==> config.mk <==
export PLATFORM = sky130hd
export DESIGN_NAME = vector_sequencer
export DESIGN_NICKNAME = d
export VERILOG_FILES = /design/src/rtl/vector_sequencer.sv
export SDC_FILE = /design/constraint.sdc
export NUM_CORES = 1
export LEC_CHECK = 0
export ABC_AREA = 1
export ABC_CLOCK_PERIOD_IN_PS = 2100
export CORE_MARGIN = 2
export CORE_UTILIZATION = 51
export DETAILED_ROUTE_END_ITERATION = 12
export PLACE_DENSITY = 0.76
export SKIP_LAST_GASP = 1
export SYNTH_ARGS = -nofsm -noshare
export SYNTH_HDL_FRONTEND = slang
export SYNTH_SLANG_ARGS = --single-unit
==> constraint.sdc <==
create_clock -name clk -period 2.1 [get_ports clk]
set_input_delay 0.21 -clock clk [delete_from_list [all_inputs] [get_ports clk]]
set_output_delay 0.21 -clock clk [all_outputs]
set_load 0.02 [all_outputs]
==> src/rtl/vector_sequencer.sv <==
// vector_sequencer: start/done sequencer that drives all 8 input vectors into `simple` and captures its responses.
// Define VECTOR_SEQUENCER_GRAY_EN for Gray-coded stimulus order instead of binary.
module vector_sequencer #(
  parameter int SETTLE = 100,
  parameter int DWELL = 20
) (
  input  logic        clk,
  input  logic        rst_n,
  input  logic        start,
  input  logic        out_1,
  input  logic        out_2,
  output logic        in_1,
  output logic        in_2,
  output logic        in_3,
  output logic [2:0]  vec_idx,
  output logic        busy,
  output logic        done,
  output logic [15:0] results
);
  localparam logic [1:0] S_IDLE = 2'd0, S_SETTLE = 2'd1, S_DRIVE = 2'd2, S_DONE = 2'd3;
  localparam logic [15:0] SETTLE_LAST = 16'(SETTLE - 1);
  localparam logic [15:0] DWELL_LAST = 16'(DWELL - 1);
  logic [1:0] state;
  logic [15:0] cnt;
  logic [2:0] stim, nxt_idx, nxt_pat;
  assign {in_1, in_2, in_3} = stim;
  assign nxt_idx = vec_idx + 3'd1;
`ifdef VECTOR_SEQUENCER_GRAY_EN
  assign nxt_pat = nxt_idx ^ (nxt_idx >> 1);
`else
  assign nxt_pat = nxt_idx;
`endif
  // pattern(0) is 000 in both orders, so SETTLE->DRIVE needs no stimulus change
  always_ff @(posedge clk or negedge rst_n) begin
    if (!rst_n) begin
      state   <= S_IDLE;
      cnt     <= '0;
      stim    <= '0;
      vec_idx <= '0;
      busy    <= 1'b0;
      done    <= 1'b0;
      results <= '0;
    end else if ((state == S_IDLE || state == S_DONE) && start) begin
      state   <= S_SETTLE;
      cnt     <= '0;
      stim    <= '0;
      vec_idx <= '0;
      busy    <= 1'b1;
      done    <= 1'b0;
      results <= '0;
    end else if (state == S_SETTLE) begin
      cnt <= cnt + 16'd1;
      if (cnt == SETTLE_LAST) begin
        state <= S_DRIVE;
        cnt   <= '0;
      end
    end else if (state == S_DRIVE) begin
      cnt <= cnt + 16'd1;
      if (cnt == DWELL_LAST) begin
        results[{vec_idx, 1'b0} +: 2] <= {out_1, out_2};
        cnt <= '0;
        if (vec_idx == 3'd7) begin
          state <= S_DONE;
          busy  <= 1'b0;
          done  <= 1'b1;
        end else begin
          vec_idx <= nxt_idx;
          stim    <= nxt_pat;
        end
      end
    end
  end
endmodule
==> results of run 1 <==
==> sequential cells by signal, summed over array words and instances (netlist names) <==
register  cells
busy          1
cnt          16
done          1
results      16
state         2
stim          3
==> worst min-delay path by stage <==
stage,to,cells past startpoint,slack (ns)
floorplan,busy,0,-0.09
global placement,cnt[9],1,0.18
detailed placement,cnt[9],1,0.19
CTS,cnt[9],2,0.40
global route,results[11],2,0.44
finish,cnt[9],2,0.37
==> critical path: stages, from the launching register on <==
cell and delay [ns]:
dfrtp_1 0.36, inv_1 0.08, ha_1 0.22, ha_1 0.33, inv_1 0.13, nand2_1 0.05, or2_2 0.28, o21ai_1 0.15
nand3_2 0.10, nand2_1 0.07, nand2_1 0.04
==> routing by layer <==
metal	global-route usage (%)	part of all wire, %
met2	32.4	43
met3	3.70	4.0
met5	0	0
met1	33.5	52
met4	4.85	0.93
==> cell usage after synthesis <==
cell / n
o21bai_1: 1
and2_1: 1
or2_2: 1
a21oi_1: 6
inv_1: 35
nand2_1: 110
xor2_1: 3
xnor2_1: 1
o21ai_0: 17
nor2_2: 3
nand3_1: 22
dfrtp_1: 39
inv_2: 3
nor2_1: 32
o21ai_1: 3
nor3_1: 5
ha_1: 11
buf_6: 1
nand4_1: 29
nand3_2: 8
nand2_4: 1
buf_4: 6
clkbuf_1: 1
buf_2: 5
==> repair_timing <==
| action | 4_1_cts | 5_1_grt |
|---|---|---|
| hold endpoints to repair | 18 | 0 |
| gates resized for setup | 0 | 1 |
| endpoints found under the setup margin | 0 | 1 |
| hold buffers | 1 | 0 |
==> final cells by class <==
| class | instances | share of cell area [%] |
|---|---|---|
| Tap cell | 67 | 2.88 |
| Multi-Input combinational cell | 254 | 44.0 |
| Clock buffer | 5 | 2.36 |
| Timing Repair Buffer | 37 | 11.8 |
| Clock inverter | 3 | 0.515 |
| Sequential cell | 39 | 33.5 |
| Inverter | 38 | 4.89 |
==> cells by family (layout without fill, tap and decap cells) <==
family | count (synthesis) | in the layout | synth area share, %
flops | 39 | 39 | 39.3
simple gates | 212 | 212 | 39.1
fa+ha+maj | 11 | 11 | 5.54
buf+inv | 51 | 83 | 9.16
compound gates | 27 | 27 | 5.54
xor+xnor | 4 | 4 | 1.41
==> per-stage QoR <==
stage | hold slack, ns | cell area (µm²) | instances | utilization, % | setup slack, ns
after floorplan | -0.0856 | 2490 | 344 | - | 0.0250
after global placement | 0.177 | 2820 | 434 | 59.7 | 0.221
after detailed placement | 0.187 | 2820 | 434 | 59.7 | 0.172
after CTS | 0.395 | 2920 | 443 | 61.7 | 0.146
after global routing | 0.441 | 2920 | 443 | 61.7 | 0.0618
final | 0.372 | 2920 | 443 | 61.7 | 0.184
==> power by group <==
part           internal (W)  switching (W)
logic             0.0000175      0.0000282
clock network      0.000228       0.000281
registers          0.000754     0.00000205
==> results.md, run 1 <==
* Clk slew on worst S/H paths at 0.08 ns
* Clock buffer depth at 2
* Startpoint Class: register
* Core area at 4720 µm²
* CP endpoint kind: register
* Syn Inst Count at 344
* Clock Sinks at 39
* DR pass1 iterations at 5
* Most common cell after layout, fill and taps aside: nand2_1
* Worst skew pair latency at about 0.30 ns
* Routed wire length at between 5000 and 6000 µm
* Initial antenna violation count at 0
* Setup Skew at 0.00882 ns
* Setup tns final at 0 ns
* Die area at 5450 µm²
* Worst setup path class: register to register
* Arrival @ worst endpoint at 2.11 ns
* ANT cells at 0
* Top achievable clock speed at about 0.52 GHz
* Worst slew pin tran at 0.440 ns
* Area of the multi-input gates at 1280 µm²
* # H-tree levels at 2
* Final worst-path cycle share at ~91%
* Via count at 2,263
* Inserted Clock Buffers at 5
* Num ports at 29
* Vias in the first global route at ~2,100
* Hold WC Path Type: input pin to async pin
* Filler cells at 458
* Post-synth top area cell: dfrtp_1
* Final Max Tran Viols at 0
* Rows at 25
* RD Place Congestion at 0.887
* Max_slew headroom at ~70%
* Synth top area cells: dfrtp_1, nand2_1, nand4_1
* R2R cell count at 10
* Total gr overflow at 0
* Tot Pwr at 0.00131 W
* IO buf count at 28
* R2R Path Start: stim[1]
* Critical Path Sink: results[0]
* Status: finished clean
* Worst reg2reg path endpoint: results[0]
* RSZ-0062 raised after global routing: false
* Sequential Area at 977 µm²
* Syn Std Cell Area at 2490 µm²
* Initial Utilization at 52.6%
* Area growth syn-to-layout at 17.3%
* Synth Register Bits at 39
* Worst path required time at about 2.3 ns
* Commonest non-fill, non-tap cells in the layout: nand2_1, dfrtp_1, inv_1, nor2_1, nand4_1
* Synth cell types at 24
* Worst-path maximum fanout at 4
* Detailed-route DRC error count at 0
* Post-DP HPWL at 3970 µm
* Global-route wire length before repair at ~9400 µm
* Final Net Count at 391
* CP Launch Point: stim[1]
* Setup bufs post-CTS at 0
* Hold Violations, Final at 0
* Sequential share of the synthesized area at 39.3%
* Top cell type's share of synthesized area at between 30% and 40%
* Fraction of layout cells with a size suffix above 1 at 9.04%
* Setup violators final at 0
* DR iter-0 viols at 206
* Per-cell routed wire length at 12.2 µm
* Reg2reg setup slack at 0.18 ns
* Maxcap violations at 0
* PwrDens at 449 nW/µm²
* Syn_area_per_cell at approximately 7.2 µm²
* Antenna-violating nets left at 0
* Fin crit period at 1.92 ns
* Maximum vdd drop at 0.000280 V
* Die H at 73.8 µm
* Leak at around 1.5 nW
* Largest net degree at the start of global routing at 26
* Clock Root Buffer: clkbuf_8
* GRT Resource Usage Total at 21.9%
* Via/cell ratio at between 5 and 6
* CTS tree: built
* Ys Warns at 0
* Die Wd at 73.8 µm
* Syn Nets at between 300 and 400
No activity file was read; power rests on OpenSTA's default activity.
==> inputs of run 2 (changes only) <==
--- a/config.mk
+++ b/config.mk
@@ -5,12 +5,11 @@
 export SDC_FILE = /design/constraint.sdc
 export NUM_CORES = 1
 export LEC_CHECK = 0
-export ABC_AREA = 1
 export ABC_CLOCK_PERIOD_IN_PS = 2100
 export CORE_MARGIN = 2
-export CORE_UTILIZATION = 51
+export CORE_UTILIZATION = 49
 export DETAILED_ROUTE_END_ITERATION = 12
-export PLACE_DENSITY = 0.76
+export PLACE_DENSITY = 0.74
 export SKIP_LAST_GASP = 1
 export SYNTH_ARGS = -nofsm -noshare
 export SYNTH_HDL_FRONTEND = slang
==> run 2 against run 1 <==
Maximum frequency fell by 8.1%. Clock power barely moved. Global-route usage fell by 1.6 points. Register-to-register slack got worse by 0.17 ns.
==> results.md, run 2 <==
* Core area at 4320 µm²
* Per-cell routed wire length at 14.6 µm
* Worst hold slack at 0.0272 ns
* Setup tns final at 0 ns
* Rows at 24
* DR iter-0 viols at 102
* Worst setup path class: register to register
* Post-synth ARST share at 100%
* Largest net degree at the start of global routing at 40
* Most common cell after layout, fill and taps aside: dfrtp_1
* Fin crit period at ~2.1 ns
* Area growth syn-to-layout at 26.2%
* # H-tree levels at 2
* Syn Nets at 245
* Antenna-violating nets left at 0
* Startpoint Class: register
* Pre-CTS setup slack at -0.0202 ns
* RD Place Congestion at 0.857
* Total gr overflow at 0
* Worst-path maximum fanout at 6
* Combinational share of power at 37.9%
* Layout Cells excl Fill at 324
* Via count at 1,796
* Sw Share at 34.7%
* Post-synth top area cell: dfrtp_1
* Post-DP HPWL at 3450 µm
* Worst skew pair latency at roughly 0.29 ns
* Final worst-path cycle share at 99.3%
* Maxcap violations at 0
* Final Max Tran Viols at 0
* Clock buffer depth at 2
* Leak at 1.21 nW
* Die H at slightly above 70 µm
* Post-synth EDFFs at 0
* Sequential Area at between 900 and 1000 µm²
* Clock Root Buffer: clkbuf_8
* Worst path required time at about 2.3 ns
* Syn Inst Count at 229
* ANT cells at 0
* Commonest non-fill, non-tap cells in the layout: dfrtp_1, clkdlybuf4s50_1, nand3_1, nor2_1, nand2_1
* Routed wire length at 4740 µm
* CP endpoint kind: register
* Hold Violations, Final at 0
* Syn Std Cell Area at roughly 2200 µm²
* Critical path's largest stage delay at 0.50 ns
* Flop pwr share at between 30% and 40%
* Final Net Count at 288
* Inserted Clock Buffers at 5
* Via/cell ratio at between 5 and 6
* CP max stage cell: or4b_4
* Synth cell types at 43
* Sequential share of the synthesized area at roughly 45%
* Filler cells at 358
* PwrDens at roughly 800 nW/µm²
* Detailed-route DRC error count at 0
* Die Wd at 70.6 µm
* Crit path cell chain: ha_2 > or4b_4 > nor4_4 > buf_6 > and3_4 > nand2_2 > o21ai_2
* Post-Place Cells at 314
* Hold WC Path Type: input pin to async pin
* Maximum vdd drop at 0.000685 V
* Ys Warns at 0
* IO buf count at 28
* Num ports at 29
* Die area at 4990 µm²
* Arrival @ worst endpoint at 2.31 ns
* CTS Hold Bufs at 0
* Global-route wire length before repair at ~8000 µm
* Worst slew pin tran at approximately 0.87 ns
* Max_slew headroom at a little over two fifths
* Cell with the most instances after synthesis: dfrtp_1
* Initial antenna violation count at 0
* Final worst slack at 0.0154 ns
* Status: finished clean
* DR pass1 iterations at 4
* Clock power frac at roughly a quarter
* List of most frequent post-synthesis cells: dfrtp_1, nand3_1, nand2_1, nor2_1, o21ai_0
* Vias in the first global route at approximately 1,700
* Fraction of layout cells with a size suffix above 1 at 16.9%
* Top achievable clock speed at approximately 0.48 GHz
* RSZ-0062 raised after global routing: true
* GRT Resource Usage Total at 20.3%
* Area of the multi-input gates at 1150 µm²
* Synth Register Bits at 39
* Internal at 0.00141 W
* Clk slew on worst S/H paths at 0.08 ns
* Initial Utilization at 50.3%
* Syn_area_per_cell at 9.50 µm²
* CTS tree: built
* Psw at 0.000752 W
* Setup violators final at 0
* Synth top area cells: dfrtp_1, ha_1, nand3_1
* Setup Skew at 0.0125 ns
* Top cell type's share of synthesized area at roughly 45%
* Prevailing post-synth register cell: dfrtp_1
* Clock Sinks at 39
* Regs by FF count: cnt x16, results x16, stim x3
==> run 2: per-layer routing <==
metal | track usage (%) | part of all wire, % | up-vias
met2 | 31.4 | 45 | 44
li1 | - | - | 893
met4 | 7.34 | 1.2 | 0
met5 | 0 | 0 | -
met3 | 4.27 | 4.6 | 4
met1 | 28.5 | 49 | 855
==> run 2: through the flow <==
stage / power [W] / area [µm²] / utilization, %
after floorplan: 0.00132 / 2170 / -
after global placement: 0.00160 / 2580 / 59.8
after detailed placement: 0.00162 / 2580 / 59.8
after CTS: 0.00213 / 2680 / 62.0
after global routing: 0.00230 / 2740 / 63.5
final: 0.00217 / 2740 / 63.5
==> run 2: repair_timing <==
action | in CTS | in global routing
setup endpoints to repair | 1 | 12
gates cloned | 0 | 1
pin swaps | 0 | 7
gates resized for setup | 2 | 18
buffers inserted | 0 | 2
==> run 2: final cells by class <==
| cell class | instances | area share (%) |
|---|---|---|
| Clock buffer | 6 | 3.01 |
| Timing Repair Buffer | 47 | 15.8 |
| Clock inverter | 1 | 0.182 |
| Multi-Input combinational cell | 170 | 41.8 |
| Sequential cell | 39 | 35.6 |
| Tap cell | 52 | 2.37 |
| Inverter | 9 | 1.23 |
==> run 2: worst paths after layout <==
kind,start,to,slack (ns),cells after the start
min,rst_n,busy,0.03,1
max reg2reg,cnt[1],results[15],0.02,7
min reg2reg,results[11],results[11],0.50,2
min in group clk,results[11],results[11],0.50,2
max,cnt[1],results[15],0.02,7
max in group asynchronous,rst_n,cnt[10],1.52,1
==> run 2: cells by family (layout without fill, tap and decap cells) <==
family | count (synthesis) | in the layout | share of synthesized area, %
multiplexers | 3 | 3 | 1.38
AND/OR/NAND/NOR | 104 | 104 | 25.9
flip-flops | 39 | 39 | 44.9
XOR/XNOR | 14 | 14 | 5.64
buffers and inverters | 20 | 63 | 4.43
AO/OA/AOI/OAI | 38 | 38 | 11.4
adder cells (fa/ha/maj) | 11 | 11 | 6.33
==> run 2: critical path: cells and delay by family (launching register included) <==
family / cells / cell delay [ns]
AO/OA/AOI/OAI: 1 / 0.13
adder cells (fa/ha/maj): 1 / 0.19
buffers and inverters: 1 / 0.19
flip-flops: 1 / 0.36
AND/OR/NAND/NOR: 4 / 1.16
==> run 2: power groups by stage <==
stage / clock network, W / registers [W] / logic (W)
after floorplan: 0 / 0.000853 / 0.000466
final: 0.000511 / 0.000835 / 0.000821
after CTS: 0.000526 / 0.000829 / 0.000775
after global routing: 0.000550 / 0.000839 / 0.000907
after detailed placement: 0 / 0.000845 / 0.000771
after global placement: 0 / 0.000842 / 0.000757
==> inputs of run 3 (changes only) <==
--- a/config.mk
+++ b/config.mk
@@ -6,9 +6,10 @@
 export NUM_CORES = 1
 export LEC_CHECK = 0
 export ABC_CLOCK_PERIOD_IN_PS = 2100
-export CORE_MARGIN = 2
+export CORE_MARGIN = 10
 export CORE_UTILIZATION = 49
 export DETAILED_ROUTE_END_ITERATION = 12
+export GPL_TIMING_DRIVEN = 0
 export PLACE_DENSITY = 0.74
 export SKIP_LAST_GASP = 1
 export SYNTH_ARGS = -nofsm -noshare
==> run 3 against run 2 <==
Clock power increased by 26%. Utilization grew 0.17 points. Critical path depth increased by 1. Final cell count fell by 0.31%. Non-clock buffer count fell by 2. Critical endpoint is now results[1]. Largest cell class unchanged. Highest routed layer unchanged.
==> results.md, run 3 (synthesis results as in run 2) <==
* Status: finished clean
* Worst skew pair latency at 0.29 ns
* Crit path max-delay family: simple AND/OR/NAND/NOR gates
* RD Place Congestion at around 0.88
* Maxcap violations at 0
* Worst path required time at 2.28 ns
* Crit path cell chain: ha_2 > or4b_4 > nor4_4 > buf_4 > buf_6 > a41oi_4 > o21ai_1 > o21ai_1
* Vias in the first global route at around 1,800
* Reg2reg setup slack at 0.007 ns
* Global-route wire length before repair at 8530 µm
* Max_slew headroom at between 40% and 50%
* Clock Root Buffer: clkbuf_8
* Post-route cell area at 2750 µm²
* Initial Utilization at 50.3%
* Die area at 7500 µm²
* Startpoint Class: register
* Worst reg2reg path endpoint: results[1]
* Regs by FF count: cnt x16, results x16, stim x3
* Arrival @ worst endpoint at approximately 2.3 ns
* Antenna-violating nets left at 0
* Clk slew on worst S/H paths at 0.08 ns
* GRT Resource Usage Total at 14.1%
* Top achievable clock speed at around 0.48 GHz
* DR pass1 iterations at 4
* Initial antenna violation count at 0
* Maximum vdd drop at slightly below 0.0007 V
* Via count at 1,775
* Inserted Clock Buffers at 5
* Per-cell routed wire length at between 15 and 20 µm
* Most common cell after layout, fill and taps aside: dfrtp_1
* CP endpoint kind: register
* Placed Area at 2510 µm²
* CP max stage cell: or4b_4
* Critical path's largest stage delay at approximately 0.50 ns
* Die Wd at between 80 and 90 µm
* Num ports at 29
* DR iter-0 viols at 133
* Clock buffer depth at 2
* Core area at about 4300 µm²
* # H-tree levels at 2
* Hold WC Path Type: input pin to async pin
* Detailed-route DRC error count at 0
* CP most frequent cell: o21ai_1
* ANT cells at 0
* IO buf count at 28
* Tot Pwr at 0.00229 W
* Setup Skew at 0.00610 ns
* Worst slew pin tran at 0.831 ns
* Setup violators final at 0
* PwrDens at around 830 nW/µm²
* Final Net Count at 286
* Worst setup path class: register to register
* Total gr overflow at 0
* Clock Sinks at 39
* Final worst-path cycle share at between 90% and 100%
* CTS tree: built
* Fin crit period at 2.09 ns
* Via/cell ratio at 5.50
* Rows at 24
* R2R cell count at 8
* Post-DP HPWL at 3600 µm
* Largest net degree at the start of global routing at 40
* Area growth syn-to-layout at 26.5%
* Final Max Tran Viols at 0
* Die H at 86.6 µm
* R2R Path Start: cnt[1]
* RSZ-0062 raised after global routing: true
* Hold Violations, Final at 0
* Worst hold slack at 0.0138 ns
* Fraction of layout cells with a size suffix above 1 at ~16%
* Routed wire length at about 4900 µm
* CP Buf/Inv Count at 2
* Commonest non-fill, non-tap cells in the layout: dfrtp_1, clkdlybuf4s50_1, nand3_1, nor2_1, nand2_1
* Worst-path maximum fanout at 5
* Leak at 1.20 nW
* Setup tns final at 0 ns
run 3: how the worst max path moves through the flow:
stage                        endpoint  slack, ns  cells after the start     from
after floorplan            results[0]       0.13                      8  stim[0]
after global placement        cnt[10]      -0.09                      1    rst_n
after detailed placement  results[10]      -0.15                      7  stim[0]
after CTS                  results[1]       0.02                      6   cnt[1]
after global routing       results[1]      -0.15                      8   cnt[1]
final                      results[1]      0.007                      8   cnt[1]
run 3: through the flow:
| stage | worst slack (ns) | cells | utilization [%] |
|---|---|---|---|
| 2_1_floorplan | 0.125 | 229 | - |
| 3_3_place_gp | -0.0881 | 309 | 58.3 |
| 3_5_place_dp | -0.154 | 309 | 58.2 |
| 4_1_cts | 0.0151 | 321 | 62.4 |
| 5_1_grt | -0.151 | 323 | 63.6 |
| 6_report | 0.00671 | 323 | 63.6 |
run 3: area by class of cell:
class                           instances  area (µm²)
Buffer                                  8        53.8
Clock buffer                            6        82.6
Clock inverter                          2        35.0
Fill cell                             365        1570
Inverter                                9        33.8
Multi-Input combinational cell        170        1160
Sequential cell                        39         976
Tap cell                               52        65.1
Timing Repair Buffer                   37         343
run 3: report_power, final:
part	leakage [nW]	switching [W]	internal [W]
Combinational	0.609	0.000476	0.000326
Clock	0.0612	0.000258	0.000384
Sequential	0.532	0.0000475	0.000801
run 3: worst register-to-register path, cell delays in order (launching register included):
cell,delay (ns)
dfrtp_1,0.40
ha_2,0.20
or4b_4,0.50
nor4_4,0.25
buf_4,0.18
buf_6,0.12
a41oi_4,0.09
o21ai_1,0.15
o21ai_1,0.08
run 3: layer usage:
metal / GRT usage, % / wire length [µm] / up-vias
li1: - / - / 889
met1: 18.4 / 2260 / 851
met2: 21.3 / 2330 / 26
met3: 4.78 / 231 / 9
met4: 4.42 / 82 / 0
met5: 0 / 0 / -
run 3: repair_timing:
item | CTS | global route
buffers inserted | 5 | 3
hold buffers | 0 | 0
gates resized for setup | 9 | 15
pin swaps | 5 | 7
hold endpoints to repair | 0 | 0
cloned | 1 | 0
endpoints found under the setup margin | 32 | 34
